$ cat config.mk
export PLATFORM = sky130hd
export DESIGN_NAME = br_pc_ctrl_flat
export DESIGN_NICKNAME = d
export VERILOG_FILES = /design/src/rtl/br_pc_ctrl_pkg.sv /design/src/rtl/br_pc_ctrl_if.sv /design/src/rtl/br_pc_ctrl_cond_eval.sv /design/src/rtl/br_pc_ctrl.sv /design/src/flat_wrapper.sv
export SDC_FILE = /design/constraint.sdc
export NUM_CORES = 1
export LEC_CHECK = 0
export BUFFER_PORTS_ARGS = -buffer_cell sky130_fd_sc_hd__buf_2
export CAP_MARGIN = 20
export CORE_MARGIN = 2
export CORE_UTILIZATION = 45
export DETAILED_ROUTE_END_ITERATION = 12
export GPL_TIMING_DRIVEN = 0
export PLACE_DENSITY = 0.78
export SYNTH_ARGS = -nofsm -noshare
export SYNTH_HDL_FRONTEND = slang
export SYNTH_SLANG_ARGS = --single-unit
export TNS_END_PERCENT = 1
$ cat constraint.sdc
create_clock -name i_clk -period 4 [get_ports i_clk]
set_clock_uncertainty 0.15 [all_clocks]
set_input_delay 0.6 -clock i_clk [delete_from_list [all_inputs] [get_ports i_clk]]
set_output_delay 0.6 -clock i_clk [all_outputs]
set_load 0.02 [all_outputs]
$ cat src/rtl/br_pc_ctrl_pkg.sv
// rtl/br_pc_ctrl_pkg.sv - shared funct3 codes and stage state for branch resolution
package brc_pkg;

  localparam logic [2:0] F3_BEQ  = 3'b000;
  localparam logic [2:0] F3_BNE  = 3'b001;
  localparam logic [2:0] F3_BLT  = 3'b100;
  localparam logic [2:0] F3_BGE  = 3'b101;
  localparam logic [2:0] F3_BLTU = 3'b110;
  localparam logic [2:0] F3_BGEU = 3'b111;

  typedef enum logic [1:0] {
    RUN   = 2'd0,
    FLUSH = 2'd1,
    HALT  = 2'd2
  } br_state_e;

endpackage

$ cat src/rtl/br_pc_ctrl_if.sv
// rtl/br_pc_ctrl_if.sv - EX-stage branch request and PC/flush status bundle
// Counter outputs exist only when BR_STATS_EN is defined.
interface br_pc_ctrl_if #(
  parameter int unsigned XLEN = 32
);

  logic            i_valid;
  logic            i_stall;
  logic            i_is_br;
  logic            i_is_jmp;
  logic [2:0]      i_funct3;
  logic [XLEN-1:0] i_pc_ex;
  logic [XLEN-1:0] i_imm;
  logic [XLEN-1:0] i_jmp_target;
  logic            i_br_less;
  logic            i_br_equal;
  logic            o_br_un;
  logic [XLEN-1:0] o_pc;
  logic            o_taken;
  logic            o_flush;
  logic            o_illegal;
  logic            o_misalign;
`ifdef BR_STATS_EN
  logic [31:0]     o_br_cnt;
  logic [31:0]     o_br_taken_cnt;
`endif

  modport master (
    output i_valid, i_stall, i_is_br, i_is_jmp, i_funct3, i_pc_ex, i_imm,
           i_jmp_target, i_br_less, i_br_equal,
    input  o_br_un, o_pc, o_taken, o_flush, o_illegal, o_misalign
`ifdef BR_STATS_EN
    , input o_br_cnt, o_br_taken_cnt
`endif
  );

  modport slave (
    input  i_valid, i_stall, i_is_br, i_is_jmp, i_funct3, i_pc_ex, i_imm,
           i_jmp_target, i_br_less, i_br_equal,
    output o_br_un, o_pc, o_taken, o_flush, o_illegal, o_misalign
`ifdef BR_STATS_EN
    , output o_br_cnt, o_br_taken_cnt
`endif
  );

endinterface

$ cat src/rtl/br_pc_ctrl_cond_eval.sv
// rtl/br_pc_ctrl_cond_eval.sv - funct3 decode of comparator flags into a take decision
module br_cond_eval
  import brc_pkg::*;
(
  input  logic [2:0] funct3_i,
  input  logic       less_i,
  input  logic       equal_i,
  output logic       take_o,
  output logic       illegal_o,
  output logic       br_un_o
);

  assign br_un_o = ~funct3_i[1];

  always_comb begin
    take_o    = 1'b0;
    illegal_o = 1'b0;
    case (funct3_i)
      F3_BEQ:           take_o = equal_i;
      F3_BNE:           take_o = ~equal_i;
      F3_BLT, F3_BLTU:  take_o = less_i;
      F3_BGE, F3_BGEU:  take_o = ~less_i;
      default:          illegal_o = 1'b1;
    endcase
  end

endmodule

$ cat src/rtl/br_pc_ctrl.sv
// rtl/br_pc_ctrl.sv - branch resolution, PC register and post-redirect flush sequencing
// Define BR_STATS_EN to add saturating branch and taken-redirect counters.
module br_pc_ctrl
  import brc_pkg::*;
#(
  parameter int unsigned     XLEN         = 32,
  parameter logic [XLEN-1:0] RESET_PC     = '0,
  parameter int unsigned     FLUSH_CYCLES = 1
) (
  input logic         i_clk,
  input logic         i_rst,
  br_pc_ctrl_if.slave bus
);

  localparam logic [2:0]      FLUSH_INIT = 3'(FLUSH_CYCLES);
  localparam logic [XLEN-1:0] PC_STEP    = XLEN'(4);

  br_state_e       state_q, state_d;
  logic [XLEN-1:0] pc_q, pc_d, target;
  logic [2:0]      cnt_q, cnt_d;
  logic            taken_q, taken_d, illegal_q, illegal_d, misalign_q, misalign_d;
  logic            cond_take, cond_illegal, accept, is_br, redirect, target_bad;

  br_cond_eval u_cond (
    .funct3_i  (bus.i_funct3),
    .less_i    (bus.i_br_less),
    .equal_i   (bus.i_br_equal),
    .take_o    (cond_take),
    .illegal_o (cond_illegal),
    .br_un_o   (bus.o_br_un)
  );

  // A jump overrides a simultaneous branch flag.
  assign is_br      = bus.i_is_br & ~bus.i_is_jmp;
  assign accept     = bus.i_valid & ~bus.i_stall & (state_q == RUN);
  assign target     = bus.i_is_jmp ? bus.i_jmp_target : bus.i_pc_ex + bus.i_imm;
  assign redirect   = bus.i_is_jmp | (is_br & cond_take);
  assign target_bad = (target[1:0] != 2'b00);

  always_comb begin
    state_d    = state_q;
    pc_d       = pc_q;
    cnt_d      = cnt_q;
    taken_d    = 1'b0;
    illegal_d  = 1'b0;
    misalign_d = misalign_q;
    case (state_q)
      RUN: begin
        if (accept) begin
          illegal_d = is_br & cond_illegal;
          if (redirect && target_bad) begin
            misalign_d = 1'b1;
            state_d    = HALT;
          end else if (redirect) begin
            pc_d    = target;
            taken_d = 1'b1;
            cnt_d   = FLUSH_INIT;
            state_d = FLUSH;
          end else begin
            pc_d = pc_q + PC_STEP;
          end
        end
      end
      FLUSH: begin
        // Bubbles advance fetch unconditionally; stalls do not extend the flush.
        pc_d  = pc_q + PC_STEP;
        cnt_d = cnt_q - 3'd1;
        if (cnt_q <= 3'd1) state_d = RUN;
      end
      default: ;
    endcase
  end

  always_ff @(posedge i_clk) begin
    if (i_rst) begin
      state_q    <= RUN;
      pc_q       <= RESET_PC;
      cnt_q      <= 3'd0;
      taken_q    <= 1'b0;
      illegal_q  <= 1'b0;
      misalign_q <= 1'b0;
    end else begin
      state_q    <= state_d;
      pc_q       <= pc_d;
      cnt_q      <= cnt_d;
      taken_q    <= taken_d;
      illegal_q  <= illegal_d;
      misalign_q <= misalign_d;
    end
  end

  assign bus.o_pc       = pc_q;
  assign bus.o_taken    = taken_q;
  assign bus.o_flush    = (state_q == FLUSH);
  assign bus.o_illegal  = illegal_q;
  assign bus.o_misalign = misalign_q;

`ifdef BR_STATS_EN
  logic [31:0] br_cnt_q, br_cnt_d, tk_cnt_q, tk_cnt_d;

  assign br_cnt_d = (accept && (bus.i_is_br || bus.i_is_jmp) && !(&br_cnt_q))
                    ? br_cnt_q + 32'd1 : br_cnt_q;
  assign tk_cnt_d = (accept && redirect && !target_bad && !(&tk_cnt_q))
                    ? tk_cnt_q + 32'd1 : tk_cnt_q;

  always_ff @(posedge i_clk) begin
    if (i_rst) begin
      br_cnt_q <= 32'd0;
      tk_cnt_q <= 32'd0;
    end else begin
      br_cnt_q <= br_cnt_d;
      tk_cnt_q <= tk_cnt_d;
    end
  end

  assign bus.o_br_cnt       = br_cnt_q;
  assign bus.o_br_taken_cnt = tk_cnt_q;
`endif

endmodule

$ cat src/flat_wrapper.sv
// flat-port wrapper written by rule: the top's interface ports become plain ports
module br_pc_ctrl_flat import brc_pkg::*;
#(
  parameter int unsigned     XLEN         = 32,
  parameter logic [XLEN-1:0] RESET_PC     = '0,
  parameter int unsigned     FLUSH_CYCLES = 1
)
  (i_clk, i_rst, bus_i_valid, bus_i_stall, bus_i_is_br, bus_i_is_jmp, bus_i_funct3, bus_i_pc_ex, bus_i_imm, bus_i_jmp_target, bus_i_br_less, bus_i_br_equal, bus_o_br_un, bus_o_pc, bus_o_taken, bus_o_flush, bus_o_illegal, bus_o_misalign);
  br_pc_ctrl_if #(.XLEN(XLEN)) bus_i ();
  input logic i_clk;
  input logic i_rst;
  input wire logic [$bits(bus_i.i_valid)-1:0] bus_i_valid;
  input wire logic [$bits(bus_i.i_stall)-1:0] bus_i_stall;
  input wire logic [$bits(bus_i.i_is_br)-1:0] bus_i_is_br;
  input wire logic [$bits(bus_i.i_is_jmp)-1:0] bus_i_is_jmp;
  input wire logic [$bits(bus_i.i_funct3)-1:0] bus_i_funct3;
  input wire logic [$bits(bus_i.i_pc_ex)-1:0] bus_i_pc_ex;
  input wire logic [$bits(bus_i.i_imm)-1:0] bus_i_imm;
  input wire logic [$bits(bus_i.i_jmp_target)-1:0] bus_i_jmp_target;
  input wire logic [$bits(bus_i.i_br_less)-1:0] bus_i_br_less;
  input wire logic [$bits(bus_i.i_br_equal)-1:0] bus_i_br_equal;
  output wire logic [$bits(bus_i.o_br_un)-1:0] bus_o_br_un;
  output wire logic [$bits(bus_i.o_pc)-1:0] bus_o_pc;
  output wire logic [$bits(bus_i.o_taken)-1:0] bus_o_taken;
  output wire logic [$bits(bus_i.o_flush)-1:0] bus_o_flush;
  output wire logic [$bits(bus_i.o_illegal)-1:0] bus_o_illegal;
  output wire logic [$bits(bus_i.o_misalign)-1:0] bus_o_misalign;
  assign bus_i.i_valid = bus_i_valid;
  assign bus_i.i_stall = bus_i_stall;
  assign bus_i.i_is_br = bus_i_is_br;
  assign bus_i.i_is_jmp = bus_i_is_jmp;
  assign bus_i.i_funct3 = bus_i_funct3;
  assign bus_i.i_pc_ex = bus_i_pc_ex;
  assign bus_i.i_imm = bus_i_imm;
  assign bus_i.i_jmp_target = bus_i_jmp_target;
  assign bus_i.i_br_less = bus_i_br_less;
  assign bus_i.i_br_equal = bus_i_br_equal;
  assign bus_o_br_un = bus_i.o_br_un;
  assign bus_o_pc = bus_i.o_pc;
  assign bus_o_taken = bus_i.o_taken;
  assign bus_o_flush = bus_i.o_flush;
  assign bus_o_illegal = bus_i.o_illegal;
  assign bus_o_misalign = bus_i.o_misalign;
  br_pc_ctrl #(.XLEN(XLEN), .RESET_PC(RESET_PC), .FLUSH_CYCLES(FLUSH_CYCLES)) u_core (.i_clk(i_clk), .i_rst(i_rst), .bus(bus_i));
endmodule
# Yosys cells after proc, flatten, opt, wreduce, memory -nomap -nowiden
# Cells that the tools add are included.
# totals
ff_bits	40
in_bits	107
word_cells	65
# classes
addsub	3
order_cmp	1
eq_ne	11
mux	17
bitwise_logic	13
n_reduce_logical	14
# op_table
operator	n
$mux W32	4
$pmux W32 S2	1
$add A32 B3 Y32 const B	1
$add A32 B32 Y32	1
$eq A3 B3 Y1 const B	4
$mux W3	3
$mux W2	4
$reduce_and A4 Y1	2
$not A1 Y1	7
$ne A2 B1 Y1 const B	3
$pmux W3 S2	1
$reduce_and A3 Y1	2
$reduce_or A6 Y1	1
$and A1 B1 Y1	5
$pmux W1 S4	1
$pmux W2 S2	1
$reduce_bool A2 Y1	2
$reduce_or A2 Y1	2
$reduce_or A4 Y1	1
$eq A3 B1 Y1 const B	1
$le A3 B1 Y1 const B	1
$logic_not A3 Y1	1
$ne A3 B2 Y1 const B	1
$reduce_or A3 Y1	1
other kinds (7)	8

# Depth between registers and ports, before layout
# logic_depth
depth_word	9
depth_mapped	11
depth_no_buf	11

# Cells and area by module
# Synthesis repeated with hierarchy kept, for this count alone.
# unflattened
hier_cells	592
hier_area_um2	4129.0
# by_module_without_submodules
mod	instances	cells_each	area_each_um2	seq_area_each_um2
br_pc_ctrl	1	585	4085.2	800.8
br_cond_eval	1	7	43.8	0.0

# Worst setup path before layout
# Ideal clock, no wire load.
# synth_path
kind	input to register
startpoint	input bus_i_imm[0]
endpoint	register u_core.pc_q[28] (netlist: u_core.bus.o_pc[28])
setup_ns	0.091
arrival_time_ns	2.937
t_required_ns	3.759
setup_slack_ns	0.822
cell_stages	11
n_path_buf	0
cell_sequence	ha_1 > inv_1 > fa_1 > nand2b_1 > a21o_1 > a21oi_2 > or4_4 > a41o_4 > a41oi_2 > mux2_1 > a311oi_1
# synth_between
elab_chain_len	6
# synth_lines
item	line_no	rtl
start: declaration	flat_wrapper.sv:18	input wire logic [$bits(bus_i.i_imm)-1:0] bus_i_imm;
$add A32 B32 Y32 *	br_pc_ctrl.sv:36	assign target = bus.i_is_jmp ? bus.i_jmp_target : bus.i_pc_ex + bus.i_imm;
$mux W32 *	br_pc_ctrl.sv:36	
$mux W32 / $reduce_bool A2 Y1 (equally long branches)	br_pc_ctrl.sv:54, br_pc_ctrl.sv:38	
$mux W32 / $logic_and A1 B1 Y1 (equally long branches)	br_pc_ctrl.sv:51	if (redirect && target_bad) begin
$mux W32 / $ne A2 B2 Y1 (equally long branches)	-	
$pmux W32 S2 / $reduce_and A3 Y1 (equally long branches)	-	
end signal: assignment	br_pc_ctrl.sv:84	pc_q <= pc_d;
end: declaration	br_pc_ctrl.sv:19	logic [XLEN-1:0] pc_q, pc_d, target;
# Every way passes the cells marked *; elsewhere a longest branch is shown, timed or not. The select of a mux whose other input is x is not followed.
# A chain may end at the register's enable or synchronous reset.

# Worst setup path in the final report
# layout_path
startpoint	input bus_i_imm[0]
endpoint	register u_core.pc_q[9] (netlist: u_core.bus.o_pc[9])
# Same word-level chain as after synthesis.

==> summary.txt <==
Comb power frac: 44.0%
Final Hold Vio Count: 0
share of post-route cells with drive strength above 1: 22.8%
worst r2r src: u_core.state_q[0]
Power per Cell Area: 270 nW/µm²
Fmax: 288 MHz
Total GRT Usage: 28.6%
Netlist Area Pre-Place: 4280 µm²
drt wl/cell: 17.2 µm
1st-iter DRT viols: 451
commonest non-fill, non-tap cell in the layout: buf_2
hold wc startpoint: u_core.bus.o_pc[1]
die area: 10300 µm²
placed insts: 872
DP Worst Slack: 0.251 ns
final wirelength: 15.1 mm
Post-Synth XOR/XNOR Area: 5.32%
die width: 101 µm
outcome: completed
mux share of post-synthesis cell area: 2.05%
Die Y: 101 µm
Post-Synth Simple-Gate Area: 25.5%
DP Wirelength: 11.8 mm
WP data arrival: 3.51 ns
Yosys reg bits: 40
I/O Pins: 144
worst-skew pair later-pin latency: 0.30 ns
CP Class: input port to flip-flop
Top FF cell, synth: dfxtp_1
syn_area_per_cell: 7.13 µm²
setup repair bufs after CTS: 0
post-synthesis sequential area ratio: 18.7%
Worst-Margin Slew: 0.781 ns
CP endpoint kind: flip-flop
Min Hold Slack: 0.323 ns
Psw: 0.568 mW
Yosys warning count: 0
CTS buffer count: 5
drt first pass iters: 7
worst min path class: flip-flop to flip-flop
clock buffer depth: 2
Initial Utilization: 46.3%
diode count: 0
H-tree lvl count: 2
Vias: 5272
CTS Hold Buffers Added: 0
CP startpoint kind: input port
Max Cap Viol: 0
CP max FO: 10
setup TNS: 0 ns
row count: 35
Unique masters post-synth: 64
Slew HR: 47.6%
Slew Limit Fails: 0
reg-to-reg slack, setup: 1.30 ns
CTS Sinks: 40
number of port buffers: 143
clock share of power: 24.1%
global-route wire length before repair: 23.7 mm
Max VDD drop: 0.198 mV
Min-Delay Endpoint: u_core.bus.o_pc[1]
Residual DRC: 0
sequential share of power: 31.9%
RSZ-0062 raised after global routing: false
post-CTS sizing: 0
leakage power: 2.35 nW
largest family of logic cells by synthesized area: compound AO/OA/AOI/OAI gates
Pint: 0.855 mW
Final #Nets: 892
final instance area: 5270 µm²
post-synthesis adder-cell area fraction: 10.4%
total congestion overflow: 0
ys async rst share: 0%
Syn Nets: 742
most frequent cells in the layout: 147 x buf_2, 77 x a21oi_1, 57 x nand2_1
min Tclk post-route: 3.48 ns
worst reg2reg path depth: 7
largest net degree at the start of global routing: 14
vias in the first global route: 4818
post-synthesis compound-gate area fraction: 33.7%
Via density: 5.99
Final GP Congestion: 0.946
Mapped Cells: 600
Net Sw Frac: 39.9%
DRT antenna net count: 0
clock-pin slew on the worst setup and hold paths: 0.09 ns
EDFF count, synth: 0
Final Cycle Share: 86.9%
Area Growth Syn to Fin: 23.1%
setup violators final: 0
dpl cell area: 5150 µm²
initial antenna violation count: 0
Post-Layout Cell Count: 880
CP required: 4.04 ns
TritonCTS clock tree: built
worst reg2reg path endpoint: u_core.bus.o_pc[11]
Min-Delay Path Depth: 1
worst setup margin: 0.524 ns
core area: 9240 µm²
Root Buffer Master: clkbuf_8
==> cells by family (layout without fill, tap and decap cells) <==
family | count (synthesis) | count (layout)
AOI/OAI and AO/OA | 225 | 225
and+or+nand+nor | 219 | 219
buffers and inverters | 47 | 198
DFF | 40 | 40
adders and majority gates | 35 | 35
xor gates and xnor gates | 26 | 26
muxes | 8 | 8
==> critical path, cell delays in order <==
cell      delay, ns
buf_2          0.08
ha_1           0.17
inv_1          0.06
fa_1           0.46
nor2b_1        0.22
nor3_1         0.11
a211oi_2       0.48
clkbuf_1       0.47
clkbuf_1       0.47
o21ai_0        0.18
nand3b_1       0.11
o21ai_0        0.08
==> final cells by class <==
cell class              count  area (µm²)
multi-input cells         513        3290
flip-flops and latches     40         801
fillers                   921        3980
inverters                  19        71.3
well taps                 129         161
plain buffers              28         110
clock buffers               5        68.8
repair buffers            143         716
clock inverters             3        42.5
==> registers in the layout (all words and copies together), names as in the netlist <==
name	flops
u_core.bus.o_illegal	1
u_core.bus.o_taken	1
u_core.cnt_q	3
u_core.bus.o_pc	32
u_core.state_q	2
u_core.bus.o_misalign	1
==> per-stage QoR <==
stage	utilization [%]	power (mW)
2_1_floorplan	-	0.867
3_3_place_gp	55.8	1.06
3_5_place_dp	55.8	1.07
4_1_cts	57.0	1.41
5_1_grt	57.0	1.50
6_report	57.0	1.42
==> power by group through the flow <==
stage | clock network (mW) | registers (mW) | logic [mW]
after CTS | 0.345 | 0.453 | 0.613
after global placement | 0 | 0.461 | 0.599
final | 0.343 | 0.454 | 0.626
after global routing | 0.360 | 0.457 | 0.685
after detailed placement | 0 | 0.462 | 0.610
after floorplan | 0 | 0.481 | 0.386
==> worst max-delay path by stage <==
stage                       startpoint                   to  slack, ns
after detailed placement  bus_i_imm[0]   u_core.bus.o_pc[9]       0.25
after floorplan           bus_i_imm[0]  u_core.bus.o_pc[28]       0.82
after CTS                 bus_i_imm[0]   u_core.bus.o_pc[9]       0.57
after global placement    bus_i_imm[0]   u_core.bus.o_pc[9]       0.31
after global routing      bus_i_imm[0]   u_core.bus.o_pc[9]       0.37
final                     bus_i_imm[0]   u_core.bus.o_pc[9]       0.52
==> Yosys cell counts (16+ instances only) <==
master / count / area (µm²)
dfxtp_1: 40 / 801
a21o_1: 17 / 128
and3_1: 16 / 100
nand2_1: 57 / 214
nand3_1: 24 / 120
o21ai_0: 46 / 230
nor2_1: 50 / 188
ha_1: 34 / 425
inv_1: 19 / 71.3
a21oi_1: 77 / 385
nor3_1: 20 / 100
clkbuf_1: 23 / 86.3
==> per-layer routing <==
| metal | global-route usage [%] | wire, µm | up-vias |
|---|---|---|---|
| met5 | 0 | 0 | - |
| met4 | 7.80 | 316 | 0 |
| met3 | 3.31 | 1250 | 31 |
| met2 | 48.2 | 7000 | 294 |
| met1 | 38.8 | 6540 | 2407 |
| li1 | - | - | 2540 |
(Power assumes the default switching activity.)
